$ cat src/rtl/thread_dispatch_pkg.sv
// Shared constants and types for the issue stage and its EX-side consumers.
package thread_dispatch_pkg;

    localparam int NUM_THREADS = 4;
    localparam int NUM_ALUS    = 3;
    localparam int TID_W       = 3;
    localparam int PTR_W       = 2;   // log2(NUM_THREADS); NUM_THREADS is a power of two
    localparam int FLUSH_W     = 3;

    localparam logic [TID_W-1:0]   IDLE_TID        = 3'd4;
    localparam logic [TID_W-1:0]   NUM_THREADS_TID = 3'd4;
    localparam logic [FLUSH_W-1:0] FLUSH_CYCLES    = 3'd2;
    localparam logic [31:0]        NOP_INST        = 32'h0000_0013;

    typedef struct packed {
        logic [TID_W-1:0] tid;
        logic [31:0]      inst;
    } dispatch_slot_t;

    // A tid names a real hardware thread (as opposed to the idle marker or junk).
    function automatic logic tid_is_real(input logic [TID_W-1:0] tid);
        return (tid < NUM_THREADS_TID);
    endfunction

endpackage

$ cat src/rtl/thread_dispatch_if.sv
// Bundle between decode/EX and the dispatcher; slave is the dispatcher side.
interface thread_dispatch_if;
    import thread_dispatch_pkg::*;

    logic [NUM_THREADS-1:0]             thread_valid_i;
    logic [NUM_THREADS-1:0][31:0]       thread_inst_i;
    logic [NUM_THREADS-1:0]             thread_stall_i;
    logic                               ex_ready_i;
    logic [NUM_ALUS-1:0]                jump_en_i;
    logic [NUM_ALUS-1:0][TID_W-1:0]     jump_tid_i;
    logic [NUM_ALUS-1:0][TID_W-1:0]     dispatch_threads_o;
    logic [NUM_ALUS-1:0][31:0]          dispatch_inst_o;
    logic [NUM_THREADS-1:0]             issue_ack_o;

    modport master (
        output thread_valid_i, thread_inst_i, thread_stall_i,
        output ex_ready_i, jump_en_i, jump_tid_i,
        input  dispatch_threads_o, dispatch_inst_o, issue_ack_o
    );

    modport slave (
        input  thread_valid_i, thread_inst_i, thread_stall_i,
        input  ex_ready_i, jump_en_i, jump_tid_i,
        output dispatch_threads_o, dispatch_inst_o, issue_ack_o
    );

endinterface

$ cat src/rtl/thread_dispatch_rr_multi_pick.sv
// Combinational round-robin picker: fills slots in scan order starting at rr_ptr.
module rr_multi_pick
    import thread_dispatch_pkg::*;
(
    input  logic [NUM_THREADS-1:0]          elig_i,
    input  logic [PTR_W-1:0]                rr_ptr_i,
    output logic [NUM_ALUS-1:0][TID_W-1:0]  slot_tid_o,
    output logic [NUM_ALUS-1:0]             slot_valid_o,
    output logic [PTR_W-1:0]                rr_ptr_next_o
);

    logic [PTR_W-1:0] cand_s;
    logic [1:0]       cnt_s;

    // Walk one full wrap from rr_ptr; the pointer add wraps naturally at NUM_THREADS.
    always_comb begin
        slot_tid_o    = {NUM_ALUS{IDLE_TID}};
        slot_valid_o  = '0;
        rr_ptr_next_o = rr_ptr_i;
        cnt_s         = 2'd0;
        cand_s        = rr_ptr_i;
        for (int i = 0; i < NUM_THREADS; i++) begin
            cand_s = rr_ptr_i + PTR_W'(i);
            if (elig_i[cand_s] && (cnt_s < 2'(NUM_ALUS))) begin
                slot_tid_o[cnt_s]   = TID_W'(cand_s);
                slot_valid_o[cnt_s] = 1'b1;
                rr_ptr_next_o       = cand_s + PTR_W'(1);
                cnt_s               = cnt_s + 2'd1;
            end else begin
                // Ineligible thread or all slots taken: nothing to fill.
                cnt_s = cnt_s;
            end
        end
    end

endmodule

$ cat src/rtl/thread_dispatch.sv
// Issue stage: picks up to NUM_ALUS ready threads per cycle and registers the bundle.
module thread_dispatch
    import thread_dispatch_pkg::*;
(
    input  logic                clk,
    input  logic                rst,
    thread_dispatch_if.slave    bus
);

    logic [NUM_THREADS-1:0][FLUSH_W-1:0] flush_q;
    logic [NUM_THREADS-1:0]              jump_hit_s;
    logic [NUM_THREADS-1:0]              elig_s;
    logic [NUM_ALUS-1:0][TID_W-1:0]      pick_tid_s;
    logic [NUM_ALUS-1:0]                 pick_valid_s;
    logic [PTR_W-1:0]                    rr_next_s;
    logic [PTR_W-1:0]                    rr_q;
    dispatch_slot_t [NUM_ALUS-1:0]       slot_d;
    dispatch_slot_t [NUM_ALUS-1:0]       slot_q;
    logic [NUM_THREADS-1:0]              ack_d;
    logic [NUM_THREADS-1:0]              ack_q;

    // A taken jump in any EX slot blocks its thread this very cycle; bogus tids are ignored.
    always_comb begin
        jump_hit_s = '0;
        for (int t = 0; t < NUM_THREADS; t++) begin
            for (int k = 0; k < NUM_ALUS; k++) begin
                jump_hit_s[t] = jump_hit_s[t]
                              | (bus.jump_en_i[k]
                                 & tid_is_real(bus.jump_tid_i[k])
                                 & (bus.jump_tid_i[k] == TID_W'(t)));
            end
        end
    end

    // Thread is issuable when it has work, no hazard, and no pending flush.
    always_comb begin
        elig_s = '0;
        for (int t = 0; t < NUM_THREADS; t++) begin
            elig_s[t] = bus.thread_valid_i[t] & ~bus.thread_stall_i[t]
                      & (flush_q[t] == 3'd0) & ~jump_hit_s[t];
        end
    end

    rr_multi_pick u_pick (
        .elig_i        (elig_s),
        .rr_ptr_i      (rr_q),
        .slot_tid_o    (pick_tid_s),
        .slot_valid_o  (pick_valid_s),
        .rr_ptr_next_o (rr_next_s)
    );

    // Build the candidate bundle and its per-thread acknowledge vector.
    always_comb begin
        slot_d = '0;
        ack_d  = '0;
        for (int s = 0; s < NUM_ALUS; s++) begin
            if (pick_valid_s[s]) begin
                slot_d[s].tid  = pick_tid_s[s];
                slot_d[s].inst = bus.thread_inst_i[pick_tid_s[s][PTR_W-1:0]];
            end else begin
                slot_d[s].tid  = IDLE_TID;
                slot_d[s].inst = NOP_INST;
            end
        end
        for (int t = 0; t < NUM_THREADS; t++) begin
            for (int s = 0; s < NUM_ALUS; s++) begin
                ack_d[t] = ack_d[t] | (pick_valid_s[s] & (pick_tid_s[s] == TID_W'(t)));
            end
        end
    end

    // Flush countdown runs every cycle, independent of EX back-pressure; a jump reloads it.
    always_ff @(posedge clk) begin
        if (rst) begin
            flush_q <= '0;
        end else begin
            for (int t = 0; t < NUM_THREADS; t++) begin
                if (jump_hit_s[t]) begin
                    flush_q[t] <= FLUSH_CYCLES;
                end else if (flush_q[t] != 3'd0) begin
                    flush_q[t] <= flush_q[t] - 3'd1;
                end else begin
                    flush_q[t] <= flush_q[t];
                end
            end
        end
    end

    // Commit a new bundle only when EX takes it; otherwise hold slots and drop acks.
    always_ff @(posedge clk) begin
        if (rst) begin
            for (int s = 0; s < NUM_ALUS; s++) begin
                slot_q[s].tid  <= IDLE_TID;
                slot_q[s].inst <= NOP_INST;
            end
            ack_q <= '0;
            rr_q  <= '0;
        end else if (bus.ex_ready_i) begin
            slot_q <= slot_d;
            ack_q  <= ack_d;
            rr_q   <= rr_next_s;
        end else begin
            slot_q <= slot_q;
            ack_q  <= '0;
            rr_q   <= rr_q;
        end
    end

    for (genvar s = 0; s < NUM_ALUS; s++) begin : g_out
        assign bus.dispatch_threads_o[s] = slot_q[s].tid;
        assign bus.dispatch_inst_o[s]    = slot_q[s].inst;
    end
    assign bus.issue_ack_o = ack_q;

endmodule

$ cat src/flat_wrapper.sv
// flat-port wrapper written by rule: the top's interface ports become plain ports
module thread_dispatch_flat import thread_dispatch_pkg::*;
  (clk, rst, bus_thread_valid_i, bus_thread_inst_i, bus_thread_stall_i, bus_ex_ready_i, bus_jump_en_i, bus_jump_tid_i, bus_dispatch_threads_o, bus_dispatch_inst_o, bus_issue_ack_o);
  thread_dispatch_if bus_i ();
  input  logic clk;
  input  logic rst;
  input wire logic [$bits(bus_i.thread_valid_i)-1:0] bus_thread_valid_i;
  input wire logic [$bits(bus_i.thread_inst_i)-1:0] bus_thread_inst_i;
  input wire logic [$bits(bus_i.thread_stall_i)-1:0] bus_thread_stall_i;
  input wire logic [$bits(bus_i.ex_ready_i)-1:0] bus_ex_ready_i;
  input wire logic [$bits(bus_i.jump_en_i)-1:0] bus_jump_en_i;
  input wire logic [$bits(bus_i.jump_tid_i)-1:0] bus_jump_tid_i;
  output wire logic [$bits(bus_i.dispatch_threads_o)-1:0] bus_dispatch_threads_o;
  output wire logic [$bits(bus_i.dispatch_inst_o)-1:0] bus_dispatch_inst_o;
  output wire logic [$bits(bus_i.issue_ack_o)-1:0] bus_issue_ack_o;
  assign bus_i.thread_valid_i = bus_thread_valid_i;
  assign bus_i.thread_inst_i = bus_thread_inst_i;
  assign bus_i.thread_stall_i = bus_thread_stall_i;
  assign bus_i.ex_ready_i = bus_ex_ready_i;
  assign bus_i.jump_en_i = bus_jump_en_i;
  assign bus_i.jump_tid_i = bus_jump_tid_i;
  assign bus_dispatch_threads_o = bus_i.dispatch_threads_o;
  assign bus_dispatch_inst_o = bus_i.dispatch_inst_o;
  assign bus_issue_ack_o = bus_i.issue_ack_o;
  thread_dispatch u_core (.clk(clk), .rst(rst), .bus(bus_i));
endmodule
$ cat config.mk
export PLATFORM = sky130hd
export DESIGN_NAME = thread_dispatch_flat
export DESIGN_NICKNAME = d
export VERILOG_FILES = /design/src/rtl/thread_dispatch_pkg.sv /design/src/rtl/thread_dispatch_if.sv /design/src/rtl/thread_dispatch_rr_multi_pick.sv /design/src/rtl/thread_dispatch.sv /design/src/flat_wrapper.sv
export SDC_FILE = /design/constraint.sdc
export NUM_CORES = 1
export LEC_CHECK = 0
export CAP_MARGIN = 0
export CORE_ASPECT_RATIO = 1.2
export CORE_MARGIN = 2
export CORE_UTILIZATION = 45
export DETAILED_ROUTE_END_ITERATION = 16
export GPL_ROUTABILITY_DRIVEN = 1
export GPL_TIMING_DRIVEN = 0
export PLACE_DENSITY = 0.84
export SLEW_MARGIN = 30
export SYNTH_ARGS = -nofsm -noshare
export SYNTH_HDL_FRONTEND = slang
export SYNTH_HIERARCHICAL = 1
export SYNTH_SLANG_ARGS = --single-unit
$ cat constraint.sdc
create_clock -name clk -period 7.95 [get_ports clk]
set_input_delay 0.795 -clock clk [delete_from_list [all_inputs] [get_ports clk]]
set_output_delay 0.795 -clock clk [all_outputs]
set_load 0.01 [all_outputs]
==> metrics.md <==
| Metric | Value |
|---|---|
| Status | complete, no violations |
| Final WL | 25200 um |
| Syn_nets | ~740 |
| Synth cell count leaders | 123 x dfxtp_1, 94 x mux4_2, 87 x a22o_1 |
| Clock skew | 0.00707 ns |
| CP Class | in2reg |
| Die area | roughly 17000 um^2 |
| FMAX | around 0.18 GHz |
| Area occupied by multi-input gates | ~4400 um^2 |
| Antenna Nets Post-Route | 0 |
| Die Y-Extent | 144 um |
| Total Neg Setup Slack | 0 ns |
| FP Rows | 51 |
| Mapped cell area | 7380 um^2 |
| Dominant synthesized flop cell | dfxtp_1 |
| Period utilisation layout | between 60% and 70% |
| Synthesis-to-layout area growth | 47.1% |
| Critical path required time | 8.26 ns |
| DIE WIDTH | 121 um |
| Power Density | 228 nW/um^2 |
| Leak | 0.00381 uW |
| Worst-path cell chain | clkdlybuf4s50_1, nor4bb_1, or4_1, nor4b_1, buf_4, mux2_2, o21ai_0, inv_1, ha_1, mux2i_4, nor2_1, mux2i_1, buf_2, buf_2, mux4_2, a22o_1 |
| Top post-synthesis cells by area | dfxtp_1 33%, mux4_2 29%, a22o_1 10% |
| Worst Tran Pin Value | slightly below 0.8 ns |
| Critical-path top delay cell | nor4bb_1 |
| Worst hold path type | reg2reg |
| Final setup viols | 0 |
| Beginning of the critical path | bus_jump_tid_i[7] |
| Max incr delay on CP | roughly 0.58 ns |
| First-pass GRT wire length | about 38000 um |
| Placed insts | 1046 |
| Clock Power Share | about a third |
| Ys async rst share | 0% |
| Initial core utilization | 45.7% |
| Sw Ratio | a little under a third |
| Area share of the largest cell type after synthesis | about a third |
| Total global-route track usage | 28.6% |
| Peak supply drop | 144 uV |
| Filler instances | 1172 |
| Count leader, synth | dfxtp_1 |
| Reg2Reg Setup Slack | around 3 ns |
| Dominant cell type by area after synthesis | dfxtp_1 |
| Clk Latency, worst-skew pair | 0.42 ns |
| Combinational share of power | 38.4% |
| Vias in the first global route | 6732 |
| Sequential area share after synthesis | 33.4% |
| Postcts setup bufs | 0 |
| Number of remaining DRC errors | 0 |
| Post-detail-place hpwl | between 15000 and 20000 um |
| Netlist cell types | 68 |
| Root Driver | clkbuf_16 |
| WL per Instance | 23.3 um |
| Largest net degree at the start of global routing | 17 |
| Max Root-Sink Buffers | 2 |
| RD Place Congestion | 0.961 |
| Crit end category | flip-flop |
| Number of vias per cell | between 6 and 7 |
| Crit path time final | 5.56 ns |
| Setup crit end | u_core/bus.dispatch_inst_o[93] |
| Hold-fix buffers at CTS | 0 |
| Max-slew headroom | between 40% and 50% |
| Net Sw Power | about 740 uW |
| Syn avg cell area | 12.8 um^2 |
| Core area | 16100 um^2 |
| RSZ-0062 raised after global routing | no |
| Port Buffer Count | 258 |
| Final hold viol count | 0 |
| Layout Nets | 1012 |
| CP Launch Type | input pin |
| Antenna violations before repair | 7 |
| Synthesized flop and latch total | roughly 120 |
| Final Non-Filler Cells | 1082 |
| Layout cell share with drive strength beyond 1 | 20.4% |
| Worst reg2reg startpoint | u_core/flush_q[7] |
| Num CTS Buffers | 17 |
| FF-to-FF path depth | 13 |
| Clock transition at path regs | 0.06 ns |
| Top-Level Pins | 260 |
| Total congestion overflow | 0 |
| Htree depth | 4 |
| Gate Count Post-Synth | 576 |
| Vias | 6682 |
| Worst-path maximum fanout | 10 |
| CP dominant cell by count | buf_2 |
| CTS tree | built |
| DRT Pass-1 Iters | 5 |
| Slew Limit Fails | 0 |
| RR Endpoint | u_core/bus.dispatch_inst_o[93] |
| YS warnings | 6 |
| Sequential power share | ~28% |
| Register Area | 2460 um^2 |
| # clock sinks | 123 |
| Max_cap viols | 0 |
| Post-CTS sizing | 0 |
| WP data arrival | ~6 ns |
| 1st-iter DRT viols | 513 |
| Int Pwr | 1730 uW |
| Post-synth EDFFs | 0 |
[worst min path at each step]
stage / endpoint / cells after the start / startpoint
2_1_floorplan: u_core/flush_q[2] / 1 / u_core/flush_q[2]
3_3_place_gp: u_core/flush_q[2] / 1 / u_core/flush_q[2]
3_5_place_dp: u_core/flush_q[2] / 1 / u_core/flush_q[2]
4_1_cts: u_core/flush_q[2] / 1 / u_core/flush_q[2]
5_1_grt: u_core/bus.dispatch_inst_o[15] / 1 / u_core/bus.dispatch_inst_o[15]
6_report: u_core/flush_q[2] / 1 / u_core/flush_q[2]
[registers in the layout, indices dropped and copies added (netlist names)]
name and count:
u_core/bus.dispatch_inst_o 96, u_core/bus.dispatch_threads_o 9, u_core/rr_q 2, u_core/flush_q 12, u_core/bus.issue_ack_o 4
[worst max-delay path: cells and delay by family]
kind	cells	cell delay, ns
compound gates	2	0.74
simple gates	4	0.97
buf+inv	5	1.74
mux	4	1.27
fa+ha+maj	1	0.35
[final cells by class]
type / instances / share of cell area [%]
Antenna cell: 4 / 0.0922
Tap cell: 212 / 2.44
Timing Repair Buffer: 258 / 23.8
Clock buffer: 23 / 4.22
Sequential cell: 123 / 22.7
Inverter: 13 / 0.450
Clock inverter: 9 / 1.49
Buffer: 57 / 3.90
Multi-Input combinational cell: 383 / 40.9
[routing by layer]
metal / up-vias / global-route usage, % / routed length [um]
met5: - / 0 / 51
met4: 8 / 14.2 / 1010
met3: 85 / 9.31 / 2450
met2: 412 / 49.1 / 12600
met1: 3236 / 32.0 / 9100
li1: 2941 / - / -
[power groups by stage]
stage	logic [uW]	registers (uW)	clock network [uW]
5_1_grt	1000	709	852
3_5_place_dp	936	716	0
6_report	949	703	819
3_3_place_gp	920	715	0
2_1_floorplan	596	732	0
4_1_cts	943	703	825
[stage by stage]
stage          utilization (%)  setup slack (ns)  area (um^2)  hold slack, ns  total power [uW]
6_report                  67.2              2.39        10900           0.470              2470
5_1_grt                   67.2              2.08        10800           0.490              2560
4_1_cts                   67.2              2.44        10800           0.473              2470
3_5_place_dp              63.3              2.00        10200           0.464              1650
3_3_place_gp              63.3              2.09        10200           0.455              1630
2_1_floorplan                -              3.35         7380           0.445              1330
[cells in the final DEF, fill, tap and decap left out, types with 9 or more instances in the layout]
cell             count
mux2i_1             14
mux4_2              94
dfxtp_1            123
buf_6               13
o21ai_0             10
nand2_1             17
inv_1               12
a22o_1              87
a21oi_1             12
clkbuf_16           17
clkdlybuf4s50_1    258
clkbuf_1            17
nand3_1              9
nor2_1              12
buf_2               17
[cells by family after synthesis]
| kind of cell | synth area share [%] |
|---|---|
| AOI/OAI and AO/OA | 16.7 |
| muxes | 33.1 |
| and+or+nand+nor | 8.79 |
| adders and majority gates | 1.46 |
| xor gates and xnor gates | 0.119 |
| buffers and inverters | 6.40 |
| DFF | 33.4 |
(Power assumes the default switching activity.)
